`config.mk`:
```
export PLATFORM = sky130hd
export DESIGN_NAME = mem_arbiter
export DESIGN_NICKNAME = d
export VERILOG_FILES = /design/src/rtl/mem_arbiter.sv
export SDC_FILE = /design/constraint.sdc
export NUM_CORES = 1
export LEC_CHECK = 0
export CORE_AREA = 2 2 333 335
export CTS_BUF_LIST = sky130_fd_sc_hd__clkbuf_8
export DETAILED_ROUTE_END_ITERATION = 16
export DIE_AREA = 0 0 335 337
export PLACE_DENSITY = 0.43
export SYNTH_ARGS = -nofsm -noshare
export SYNTH_HDL_FRONTEND = slang
export SYNTH_SLANG_ARGS = --single-unit
```
`constraint.sdc`:
```
create_clock -name clk -period 2.5 [get_ports clk]
set_input_delay 0.375 -clock clk [delete_from_list [all_inputs] [get_ports clk]]
set_output_delay 0.375 -clock clk [all_outputs]
set_load 0.005 [all_outputs]
```
`src/rtl/mem_arbiter.sv`:
```
// mem_arbiter: shares one off-chip memory port between the I-cache and D-cache.
// One client is granted at a time and gets a registered memory request.
// The owner receives the response data and a one-cycle ready pulse.
// A watchdog aborts transactions that memory never answers.
// Optional feature: define MEM_ARB_RR_EN for round-robin arbitration on
// simultaneous requests. Without it, the arbiter uses fixed D-over-I priority.
//
// Handshake: a client holds read/write (level) until its x_ready pulse.
// x_ready is high for exactly one cycle, in DONE. The client must drop its
// request by the following IDLE cycle. Memory sees mem_read/mem_write held
// constant until the single-cycle mem_ready, which is only honoured in SERVE.
module mem_arbiter #(
  parameter int ADDR_W  = 28,
  parameter int DATA_W  = 128,
  parameter int TIMEOUT = 1023
) (
  input  logic              clk,
  input  logic              rst,
  input  logic              i_read,
  input  logic              i_write,
  input  logic [ADDR_W-1:0] i_addr,
  input  logic [DATA_W-1:0] i_wdata,
  output logic [DATA_W-1:0] i_rdata,
  output logic              i_ready,
  input  logic              d_read,
  input  logic              d_write,
  input  logic [ADDR_W-1:0] d_addr,
  input  logic [DATA_W-1:0] d_wdata,
  output logic [DATA_W-1:0] d_rdata,
  output logic              d_ready,
  output logic              mem_read,
  output logic              mem_write,
  output logic [ADDR_W-1:0] mem_addr,
  output logic [DATA_W-1:0] mem_wdata,
  input  logic [DATA_W-1:0] mem_rdata,
  input  logic              mem_ready,
  output logic              busy,
  output logic              err,
  output logic [1:0]        dbg_state
);

  typedef enum logic [1:0] {
    IDLE    = 2'd0,
    SERVE_I = 2'd1,
    SERVE_D = 2'd2,
    DONE    = 2'd3
  } state_t;

  // A 1-bit counter is kept when the watchdog is disabled, so the widths stay legal.
  localparam int CNT_W = (TIMEOUT > 0) ? $clog2(TIMEOUT + 1) : 1;
  localparam logic [CNT_W-1:0] CNT_MAX = '1;
  localparam logic [CNT_W-1:0] CNT_LIM = CNT_W'(TIMEOUT);

  state_t           state;
  logic [CNT_W-1:0] cnt;
  logic [CNT_W-1:0] cnt_inc;
  logic             timeout_hit;
  logic             i_req;
  logic             d_req;
  logic             grant_d;
  logic             sel_read;
  logic             sel_write;
  logic [ADDR_W-1:0] sel_addr;
  logic [DATA_W-1:0] sel_wdata;

  assign i_req = i_read | i_write;
  assign d_req = d_read | d_write;

`ifdef MEM_ARB_RR_EN
  // last_d = 1 when the most recent grant went to D; reset means "last was I".
  logic last_d;
  assign grant_d = d_req & (~i_req | ~last_d);
`else
  assign grant_d = d_req;
`endif

  assign sel_read  = grant_d ? d_read  : i_read;
  assign sel_write = grant_d ? d_write : i_write;
  assign sel_addr  = grant_d ? d_addr  : i_addr;
  assign sel_wdata = grant_d ? d_wdata : i_wdata;

  // The counter saturates instead of wrapping. timeout_hit fires as the edge
  // completes the TIMEOUT-th SERVE cycle.
  assign cnt_inc     = (cnt == CNT_MAX) ? cnt : cnt + CNT_W'(1);
  assign timeout_hit = (TIMEOUT > 0) && (cnt_inc == CNT_LIM);

  assign busy      = (state != IDLE);
  assign dbg_state = state;

  // Arbitration FSM with registered memory strobes, response data and ready pulses.
  always_ff @(posedge clk) begin
    if (rst) begin
      state     <= IDLE;
      cnt       <= '0;
      mem_read  <= 1'b0;
      mem_write <= 1'b0;
      mem_addr  <= '0;
      mem_wdata <= '0;
      i_rdata   <= '0;
      d_rdata   <= '0;
      i_ready   <= 1'b0;
      d_ready   <= 1'b0;
      err       <= 1'b0;
`ifdef MEM_ARB_RR_EN
      last_d    <= 1'b0;
`endif
    end else begin
      i_ready <= 1'b0;
      d_ready <= 1'b0;
      case (state)
        IDLE: begin
          if (i_req | d_req) begin
            state     <= grant_d ? SERVE_D : SERVE_I;
            mem_addr  <= sel_addr;
            mem_wdata <= sel_wdata;
            mem_write <= sel_write;
            mem_read  <= sel_read & ~sel_write;
            cnt       <= '0;
`ifdef MEM_ARB_RR_EN
            last_d    <= grant_d;
`endif
          end
        end
        SERVE_I, SERVE_D: begin
          cnt <= cnt_inc;
          if (mem_ready) begin
            if (mem_read) begin
              if (state == SERVE_D) d_rdata <= mem_rdata;
              else                  i_rdata <= mem_rdata;
            end
            if (state == SERVE_D) d_ready <= 1'b1;
            else                  i_ready <= 1'b1;
            mem_read  <= 1'b0;
            mem_write <= 1'b0;
            state     <= DONE;
          end else if (timeout_hit) begin
            mem_read  <= 1'b0;
            mem_write <= 1'b0;
            err       <= 1'b1;
            state     <= IDLE;
          end
        end
        DONE: state <= IDLE;
        default: state <= IDLE;
      endcase
    end
  end

endmodule
```
After elaboration in Yosys (flattened, before gate mapping). Index checks and enable logic that the tools add are counted. Widths: inputs -> output; s select.

Bits in registers: 429. Bits of input ports: 447. Output and inout bits: 420.

Add/sub/neg operators: 1. Eq/ne operators: 7. Multiplexer cells: 20. Bitwise logic cells: 8. Reductions and logical operators: 12.

Operators with widths (number): $mux 128 (1); $mux 28 (1); $eq 10x10->1 const B (2); $mux 10 (2); $pmux 10 s2 (1); $add 10x1->10 const B (1); $mux 1 (8); $mux 2 (4); $reduce_and 4->1 (2); $pmux 2 s3 (1); $reduce_and 2->1 (3); $reduce_and 3->1 (2); $eq 2x2->1 const B (2); $not 1->1 (4); $pmux 1 s2 (2); $reduce_bool 2->1 (2); $ne 3x3->1 const B (1); $or 1x1->1 (3); $reduce_or 3->1 (1); $eq 2x1->1 const B (1); $logic_not 2->1 (1); $ne 2x2->1 const B (1); $reduce_or 2->1 (1); $and 1x1->1 (1).

Longest topological paths before layout.
Word-level depth: 6. Depth in mapped cells: 8. Gate-level depth less buffers: 7.

Worst setup path after synthesis. No wires, ideal clock.

Kind: reg-to-reg. From: register cnt[0]. To: register state[1] (netlist: dbg_state[1]). Setup time: 0.087 ns. Arrival: 2.182 ns. Required time: 2.413 ns. Path slack: 0.230 ns. Stages on the path, launching flop included: 8. Buffers on the path: 0. Clock period less this slack: 2.270 ns. Cells stage by stage: dfxtp_1 ha_1 nand2_2 nor3_4 o221ai_1 o41a_1 or4_1 o31ai_1.

Longest elaborated chain between the ends: 5. Elaborated cells between the ends (all ways): 6. Those cells by class: add/sub: 1; eq/ne: 3; mux: 1; reduce/logical: 1.

RTL lines: start: declaration (line 55) `logic [CNT_W-1:0] cnt;`; start signal: assignment (line 125) `cnt <= cnt_inc;`; $add 10x1->10 / $eq 10x10->1 (equally long branches) (line 84) `assign cnt_inc = (cnt == CNT_MAX) ? cnt : cnt + CNT_W'(1);`; $mux 10 (*) (line 84); $eq 10x10->1 (*) (line 85) `assign timeout_hit = (TIMEOUT > 0) && (cnt_inc == CNT_LIM);`; $ne 3x3->1 (no line) (*); $reduce_and 2->1 (no line) (*); end signal: assignment (line 113) `state <= grant_d ? SERVE_D : SERVE_I;`; end: declaration (line 54) `state_t state;`.

Every way passes the cells marked *; elsewhere a longest branch is shown, timed or not. A chain may end at the register's enable or synchronous reset.

Worst setup path after layout.
From: register cnt[1]. To: register state[0] (netlist: dbg_state[0]).

The elaborated chain is that of the path after synthesis.

==> summary.md <==
| Metric | Value |
|---|---|
| Cell variety after synth | `39` |
| Slew at the pin closest to its max-slew limit | `1.066 ns` |
| Required @ worst endpoint | `3.10 ns` |
| Top cells by instance count after synthesis | `nand2_1 (831), dfxtp_1 (429), a21oi_1 (275), nor2_1 (171), clkbuf_1 (170)` |
| Final hold vios | `0` |
| Primary FF master, synth | `dfxtp_1` |
| GR Overflow Total | `0` |
| Crit path kind | `register to register` |
| Post-synthesis instance area | `16300 um2` |
| Clock edge transition at the registers on the reported setup and hold paths | `0.06 ns` |
| Starting DRC count in detailed routing | `740` |
| Final GP Congestion | `0.8072` |
| Biggest cell delay along the critical path | `0.51 ns` |
| Synth Area in Compound Gates | `0.1776` |
| Simple-gate share of the synthesized area | `0.2476` |
| Sequential area share after synthesis | `0.5269` |
| Worst Path Arrival | `2.95 ns` |
| Area share of fa/ha/maj cells after synthesis | `0.003838` |
| Crit path time final | `2.348 ns` |
| Initial antenna violation count | `10` |
| Clock Latency Late Sink | `0.70 ns` |
| Worst min-delay path startpoint | `rst` |
| Pin count of the biggest net entering global routing | `84` |
| Unrepaired setup endpoints after global routing | `no` |
| Placement-stage cell area | `27140 um2` |
| Antenna violation net count after detailed routing | `0` |
| Post-synthesis to final-layout area growth | `77.09%` |
| Number of iterations in the first detailed-routing pass | `5` |
| Yosys warning total | `0` |
| FF+latch count, synth | `429` |
| Result of the run | `finished clean` |
| Worst setup path start | `cnt[1]` |
| Multiplexer fraction of the synthesized cell area | `0.001228` |
| Share of post-route cells with drive strength above 1 | `0.07685` |
| Hold Path Cell Cnt | `2` |
| Xor and xnor fraction of the mapped netlist area | `0.0005373` |
| Via count of the first global-routing pass | `17.63k` |
| Max-slew headroom at the worst pin | `0.2818` |
| Worst r2r path cells | `7` |
| Worst supply voltage drop on vdd | `315.7 uV` |
| Critical path capture point type | `register` |
| Proportion of netlist area held by the largest area contributor | `0.5269` |
| Global-route wire length before repair | `125300 um` |
| Cell breakdown of the critical path | `ha_2 > nand2_2 > nor3_4 > o221ai_1 > o41a_1 > or4_1 > o31ai_1` |
| Post-Synthesis Cells | `2115` |
| Maximum clock rate | `0.4258 GHz` |
| Async set-or-reset flop fraction in the synthesized netlist | `0` |
| Final instance area | `28860 um2` |
| Final setup violation count | `0` |
| Total clock sinks | `429` |
| Largest fanout on the critical path | `7` |
| Number of H-tree branching levels | `3` |
| Post-DR wirelength/cell | `19.94 um` |
| Most instantiated library cell after synthesis | `nand2_1` |
| Leakage power | `10.26 nW` |
| TritonCTS clock tree | `done` |
| Number of enable flip-flop cells after synthesis | `0` |
| Count of buffers inserted at the top-level ports | `866` |
| Hold Path Class | `input pin to register` |
| Library cell with the largest summed area after synthesis | `dfxtp_1` |
| Max-slew violations | `0` |
| Part of the cycle the worst path needs | `0.9393` |
| Setup crit start kind | `register` |
| Final total negative setup slack | `0 ns` |
| Num CTS Buffers | `85` |
| Buffer depth of the longest clock path | `3` |
| Global-route usage over all layers | `0.1513` |
| Critical path depth in cells | `7` |
| Core box area | `109600 um2` |
| Cell with the biggest individual delay on the critical path | `o41a_1` |
| Die Y-Extent | `337 um` |
| CTS hold repair buffers | `0` |
| Cells taking the most area after synthesis | `dfxtp_1 (53%), nand2_1 (19%), a21oi_1 (8.4%)` |
| Post-Syn Nets | `2567` |
| Number of standard-cell rows in the floorplan | `122` |
| Avg Synthesized Cell Area | `7.707 um2` |
| Starting density of the core | `0.1487` |
| Top-level I/O count | `867` |
| Routed WL | `89220 um` |
| Total DRC errors in the routed layout | `0` |
| Power Dens Cells | `700.7 nW/um2` |
| Fin Clk Skew | `0.01665 ns` |
| Largest family of logic cells by synthesized area | `simple AND/OR/NAND/NOR gates` |
| Area enclosed by the die boundary | `112900 um2` |
| Crit-path leading delay family | `simple AND/OR/NAND/NOR gates` |
| Worst reg2reg path startpoint | `cnt[1]` |
| WP buf/inv | `0` |
| Vias | `17.89k` |
| CTS root buf | `clkbuf_8` |
| Vias per cell | `4.000` |
| Layout Nets | `3435` |
| DP HPWL | `69550 um` |
| Count of maximum capacitance violations | `0` |
| Die Span X | `335 um` |
metrics by stage:
step | hold WS [ns] | util | power, W | instances | worst slack, ns
after floorplan | 0.4527 | - | 0.009717 | 2115 | 0.2305
after global placement | 0.4414 | 0.2476 | 0.01316 | 4322 | 0.1630
after detailed placement | 0.4456 | 0.2476 | 0.01315 | 4322 | 0.1462
after CTS | 0.004939 | 0.2632 | 0.02071 | 4471 | 0.02949
after global routing | 0.04983 | 0.2633 | 0.02137 | 4471 | 0.01987
final | 0.1068 | 0.2634 | 0.02022 | 4474 | 0.1517
area by class of cell:
type	count	area, um2
fillers	12030	80740
repair buffers	958	9676
flip-flops and latches	429	8589
multi-input cells	1503	7069
well taps	1426	1784
clock buffers	108	1486
clock inverters	41	229.0
inverters	6	22.52
diodes	3	7.507
report_power, final:
| part | total [W] | switching, W | internal (W) |
|---|---|---|---|
| combinational | 0.00495 | 0.00240 | 0.00255 |
| sequential | 0.00795 | 0.000436 | 0.00752 |
| clock | 0.00732 | 0.00334 | 0.00398 |
worst register-to-register path: stages, from the launching register on:
cell,delay (ns)
dfxtp_1,0.39
ha_2,0.27
nand2_2,0.14
nor3_4,0.21
o221ai_1,0.18
o41a_1,0.51
or4_1,0.48
o31ai_1,0.08
registers in the layout, summed over array words and instances (netlist names), 2 cells and up:
name and flops:
i_rdata 128, d_rdata 128, cnt 10, dbg_state 2, mem_wdata 128, mem_addr 28
layout by cell type (no fill, tap or decap), types with 9 or more instances in the layout:
cell,instances
nand2_1,831
nor3_1,9
buf_4,67
clkbuf_8,108
clkdlybuf4s50_1,864
inv_1,30
o21ai_0,9
clkinv_2,9
a311oi_1,156
a21oi_1,274
dfxtp_1,428
nor2_1,169
buf_12,25
cell families after synthesis:
| logic type | Yosys count |
|---|---|
| xor gates and xnor gates | 1 |
| adders and majority gates | 5 |
| buffers and inverters | 183 |
| muxes | 2 |
| and+or+nand+nor | 1042 |
| DFF | 429 |
| AOI/OAI and AO/OA | 453 |
path summary, 6_finish.rpt:
check / slack [ns] / end
hold reg to reg: 0.45 / d_rdata[23]
hold / removal: 0.11 / mem_addr[11]
setup / recovery: 0.15 / dbg_state[0]
setup reg to reg: 0.15 / dbg_state[0]
metal layers:
layer  track usage  part of all wire
met1        0.1727              0.40
met2        0.2589              0.48
met3       0.05487             0.089
met4       0.05429             0.028
met5             0           0.00046
what timing repair did:
action,4_1_cts,5_1_grt
setup endpoints to repair,1,3
resized for setup,2,3
buffers inserted,0,0
(Power assumes the default switching activity.)
